$ cat src/rtl/icache_prefetch_responder.sv
// Instruction-prefetch responder: fetches one 64-byte line from L2 as 16 word reads and streams them back in order.
// Optional build macro PREFETCH_PERF_CNT_EN adds saturating line-done / line-aborted counters.
module icache_prefetch_responder #(
  parameter int ADDR_W          = 19,
  parameter int MAX_OUTSTANDING = 4
) (
  input  logic              clk,
  input  logic              rst,
  input  logic              prefetch_req,
  input  logic [ADDR_W-1:0] prefetch_addr,
  output logic              prefetch_gnt,
  output logic              prefetch_r_valid,
  output logic [31:0]       prefetch_r_data,
  output logic              prefetch_done,
  output logic              prefetch_busy,
  input  logic              prefetch_abort,
  output logic              l2_req,
  output logic [ADDR_W-1:0] l2_addr,
  input  logic              l2_gnt,
  input  logic              l2_r_valid,
  input  logic [31:0]       l2_r_data
`ifdef PREFETCH_PERF_CNT_EN
  ,
  output logic [31:0]       perf_lines_done,
  output logic [31:0]       perf_lines_aborted
`endif
);

  localparam int OUT_W  = $clog2(MAX_OUTSTANDING + 1);
  localparam int LINE_W = ADDR_W - 6;

  typedef enum logic [1:0] {IDLE, ISSUE, DRAIN, FLUSH} state_t;

  state_t            state_q, state_d;
  logic [LINE_W-1:0] line_q, line_d;
  logic [4:0]        issue_cnt_q, issue_cnt_d;
  logic [4:0]        ret_cnt_q, ret_cnt_d;
  logic [OUT_W-1:0]  outstanding_q, outstanding_d;
  logic              r_valid_q, r_valid_d;
  logic [31:0]       r_data_q, r_data_d;
  logic              done_q, done_d;

  logic grant_fire;
  logic rsp_take;
  logic forward;
  logic abort_hit;
  logic unused_addr_bits;

  assign unused_addr_bits = ^prefetch_addr[5:0];

  always_comb begin
    state_d       = state_q;
    line_d        = line_q;
    issue_cnt_d   = issue_cnt_q;
    ret_cnt_d     = ret_cnt_q;
    r_valid_d     = 1'b0;
    r_data_d      = r_data_q;
    done_d        = 1'b0;
    prefetch_gnt  = 1'b0;
    l2_req        = 1'b0;
    l2_addr       = '0;
    abort_hit     = 1'b0;
    forward       = 1'b0;
    // A response with nothing outstanding is ignored rather than counted.
    rsp_take      = l2_r_valid && (outstanding_q != '0);

    case (state_q)
      IDLE: begin
        prefetch_gnt = prefetch_req & ~prefetch_abort;
        if (prefetch_gnt) begin
          line_d      = prefetch_addr[ADDR_W-1:6];
          issue_cnt_d = '0;
          ret_cnt_d   = '0;
          state_d     = ISSUE;
        end
      end
      ISSUE: begin
        l2_req  = (outstanding_q != OUT_W'(MAX_OUTSTANDING));
        l2_addr = {line_q, issue_cnt_q[3:0], 2'b00};
        if (prefetch_abort) begin
          abort_hit = 1'b1;
          state_d   = FLUSH;
        end else begin
          forward = rsp_take;
          if (l2_req && l2_gnt) begin
            issue_cnt_d = issue_cnt_q + 5'd1;
            if (issue_cnt_q == 5'd15) state_d = DRAIN;
          end
        end
      end
      DRAIN: begin
        if (prefetch_abort) begin
          abort_hit = 1'b1;
          state_d   = FLUSH;
        end else begin
          forward = rsp_take;
          // done_q holds the pulse for one cycle while still busy, then IDLE.
          if (done_q) state_d = IDLE;
          else if (ret_cnt_q == 5'd16) done_d = 1'b1;
        end
      end
      FLUSH: begin
        if ((outstanding_q == '0) && !l2_r_valid) state_d = IDLE;
      end
      default: state_d = IDLE;
    endcase

    if (forward) begin
      r_valid_d = 1'b1;
      r_data_d  = l2_r_data;
      ret_cnt_d = ret_cnt_q + 5'd1;
    end
  end

  // A coincident abort still counts the grant: L2 has accepted that read.
  assign grant_fire = l2_req && l2_gnt;

  always_comb begin
    outstanding_d = outstanding_q;
    case ({grant_fire, rsp_take})
      2'b10:   outstanding_d = outstanding_q + OUT_W'(1);
      2'b01:   outstanding_d = outstanding_q - OUT_W'(1);
      default: outstanding_d = outstanding_q;
    endcase
  end

  always_ff @(posedge clk) begin
    if (rst) begin
      state_q       <= IDLE;
      line_q        <= '0;
      issue_cnt_q   <= '0;
      ret_cnt_q     <= '0;
      outstanding_q <= '0;
      r_valid_q     <= 1'b0;
      r_data_q      <= '0;
      done_q        <= 1'b0;
    end else begin
      state_q       <= state_d;
      line_q        <= line_d;
      issue_cnt_q   <= issue_cnt_d;
      ret_cnt_q     <= ret_cnt_d;
      outstanding_q <= outstanding_d;
      r_valid_q     <= r_valid_d;
      r_data_q      <= r_data_d;
      done_q        <= done_d;
    end
  end

  assign prefetch_r_valid = r_valid_q;
  assign prefetch_r_data  = r_data_q;
  assign prefetch_done    = done_q;
  assign prefetch_busy    = (state_q != IDLE);

`ifdef PREFETCH_PERF_CNT_EN
  logic [31:0] perf_done_q, perf_done_d;
  logic [31:0] perf_abort_q, perf_abort_d;

  always_comb begin
    perf_done_d  = perf_done_q;
    perf_abort_d = perf_abort_q;
    if (done_q && (perf_done_q != '1))     perf_done_d  = perf_done_q + 32'd1;
    if (abort_hit && (perf_abort_q != '1)) perf_abort_d = perf_abort_q + 32'd1;
  end

  always_ff @(posedge clk) begin
    if (rst) begin
      perf_done_q  <= '0;
      perf_abort_q <= '0;
    end else begin
      perf_done_q  <= perf_done_d;
      perf_abort_q <= perf_abort_d;
    end
  end

  assign perf_lines_done    = perf_done_q;
  assign perf_lines_aborted = perf_abort_q;
`endif

  a_no_orphan_response: assert property (@(posedge clk) disable iff (rst)
    !(l2_r_valid && (outstanding_q == '0)));

endmodule

$ cat config.mk
export PLATFORM = sky130hd
export DESIGN_NAME = icache_prefetch_responder
export DESIGN_NICKNAME = d
export VERILOG_FILES = /design/src/rtl/icache_prefetch_responder.sv
export SDC_FILE = /design/constraint.sdc
export NUM_CORES = 1
export LEC_CHECK = 0
export CELL_PAD_IN_SITES_DETAIL_PLACEMENT = 0
export CELL_PAD_IN_SITES_GLOBAL_PLACEMENT = 2
export CORE_MARGIN = 5
export CORE_UTILIZATION = 25
export DETAILED_ROUTE_END_ITERATION = 10
export GPL_TIMING_DRIVEN = 0
export PLACE_DENSITY = 0.88
export REMOVE_ABC_BUFFERS = 1
export SETUP_SLACK_MARGIN = 0.2
export SLEW_MARGIN = 20
export SYNTH_ARGS = -nofsm -noshare
export SYNTH_HDL_FRONTEND = slang
export SYNTH_SLANG_ARGS = --single-unit
$ cat constraint.sdc
create_clock -name clk -period 3.62 [get_ports clk]
set_input_delay 1.086 -clock clk [delete_from_list [all_inputs] [get_ports clk]]
set_output_delay 1.086 -clock clk [all_outputs]
set_load 0.005 [all_outputs]
==> results.ini <==
[outcome]
status = completed

[placed_design]
gp_congestion = 0.706
dp_cells = 560
portBuffers = 104
hpwl_um = 5190
place_ws_ps = -628

[pwr]
powerDensity_mw_per_mm2 = 482
ir_worst_vdd_v = 0.000162
power.leakage_nw = 1.44

[worst_hold_path]
min_path_type = reg -> reg

[route]
drt_iter0_drc = 50
wl_per_cell_um = 12.7
vias = 2527
ant_nets = 0
via_per_inst = 4.38
dr.pass1.iters = 4
drc = 0
totalWireLength_um = 7310

[global_routing]
grt_max_degree = 32
antenna_found_initial = 0
grt_usage_pct = 11.5
use_met3_pct = 5.84
grt_pass1_wl_um = 12000
busiest_layer = met2
grt_use_met2_pct = 19.2
first_global_vias = 2539
overflow = 0
grtUsageMet1_pct = 12.4

[cts]
clk_pin_slew_ps = 80
cts_tree = yes
cts_root_buffer = clkbuf_8
numClockSinks = 62
numCtsBuffers = 9
h-tree-depth = 3
clk_latency_ps = 340
ctsLongestPathBuffers = 2

[setup_path]
worstSetupPathType = in -> out
worstPathArrival_ps = 2210
crit_path_start_kind = input port
cp_cell_sequence = clkdlybuf4s50_1 > nor2b_4 > nand2_4 > inv_8 > dlygate4sd2_1
cp-end-kind = output port
max_stage_delay_ps = 480
critPathRequiredTime_ps = 2530
worstPathMaxFanout = 16
cp_slowest_cell = clkdlybuf4s50_1

[floorplan]
start_util_pct = 25.2
placementRows = 38
coreArea_sq_mm = 0.0107
die_h_um = 114
die_x_um = 114
pin_count = 113
dieArea_sq_mm = 0.0130

[job]
cap_violations = 0

[logic_synthesis]
synth_edf_count = 0
async_flop_share_pct = 0
yosysUniqueCellTypes = 47
seq_area_frac_synth_pct = 46.1
synthesis.area_sq_mm = 0.00270
ys_warn_count = 0
avgSynthCellArea_sq_um = 8.14
ys_ff_latch = 62
ys.flop_type = dfxtp_1
syn_inst = 331

[final_layout]
finalNonFillerCells = 577
syn2layout_area_growth_pct = 53.1
final_cell_mix = 101 x clkdlybuf4s50_1, 92 x nand2_1, 62 x dfxtp_1, 55 x a21oi_1, 17 x and2_1
drive_above_1_share_pct = 8.70
nets = 499
n_antenna_cell = 0
fin_util_pct = 38.6
mostFrequentLayoutCell = clkdlybuf4s50_1

[timing]
post-route-worst-setup-slack_ps = 328
period_needed_ps = 3290
fmax_mhz = 304
finalSetupViolations = 0
slew_headroom_pct = 54.7
setup_tns_ps = 0
worst_pin_slew_ps = 679
min_period_over_period_pct = 90.9
finalClockSkew_ps = 9.37
rsz0062_at_grt = false
slew_viol_final = 0
hold_violations = 0

-- Yosys cell counts (2+ instances only) --
cell type	instances	area, sq um
nand3_1	9	45.0
nor3_1	3	15.0
nand2_1	92	345
o21a_1	2	15.0
inv_1	13	48.8
or3_1	3	18.8
nor2_1	5	18.8
clkbuf_1	8	30.0
xor2_1	2	17.5
a21oi_1	55	275
o21ai_0	5	25.0
a31oi_1	2	12.5
buf_2	4	20.0
buf_1	3	11.3
dfxtp_1	62	1240
and2_1	17	106
o31ai_1	2	15.0
ha_1	9	113
nor2b_1	2	12.5
buf_4	5	37.5
or4_1	2	15.0
-- cell type report --
cell class | count | area (sq um)
fill | 1128 | 6570
multi-input combinational | 236 | 1320
sequential | 62 | 1240
timing repair buffer | 109 | 1130
tap | 140 | 175
clock buffer | 9 | 124
clock inverter | 7 | 77.6
inverter | 14 | 60.1
-- worst max-delay path: cells and delay by family --
kind / cells / cell delay [ps]
buffers and inverters: 3 / 850
and+or+nand+nor: 2 / 270
-- layer usage --
layer,share of wire [%],up-vias
li1,-,1305
met1,41,1138
met2,47,73
met3,10,11
met4,1.3,0
met5,0,-
-- power breakdown --
group | internal (mW) | switching, mW
combinational | 0.276 | 0.303
sequential | 0.739 | 0.0394
clock | 0.326 | 0.305
total | 1.34 | 0.647
-- sequential cells by signal (all words and copies together), names as in the netlist --
register          count
state_q               2
prefetch_r_data      32
outstanding_q         3
ret_cnt_q             5
prefetch_done         1
line_q               13
prefetch_r_valid      1
issue_cnt_q           5
-- through the flow --
step                hold slack [ps]  power [mW]  area, sq um
floorplan                       426        1.11         2600
global placement                438        1.34         3820
detailed placement              444        1.36         3900
CTS                             456        2.02         4120
global route                    477        2.12         4130
finish                          450        1.99         4130
-- repair_timing --
| action | in CTS | in global routing |
|---|---|---|
| gates resized for setup | 8 | 1 |
| hold buffers | 0 | 0 |
| pin swaps | 1 | 0 |
| buffers inserted | 1 | 0 |
| setup endpoints to repair | 1 | 1 |
-- kinds of logic after synthesis --
| kind of cell | count (synthesis) | share of synthesized area (%) |
|---|---|---|
| other | 1 | 0.139 |
| AND/OR/NAND/NOR | 143 | 24.4 |
| buffers and inverters | 34 | 5.62 |
| flip-flops | 62 | 46.1 |
| AO/OA/AOI/OAI | 78 | 17.8 |
| multiplexers | 1 | 0.418 |
| adder cells (fa/ha/maj) | 10 | 4.92 |
| XOR/XNOR | 2 | 0.650 |
-- path summary, 6_finish.rpt --
path	start	end	slack, ps	depth (start not counted)
max	prefetch_req	prefetch_gnt	330	5
min	line_q[1]	line_q[1]	450	2
max reg2reg	state_q[1]	outstanding_q[2]	1110	10
min reg2reg	line_q[1]	line_q[1]	450	2
Note: power is estimated with default switching activity, not from simulation.
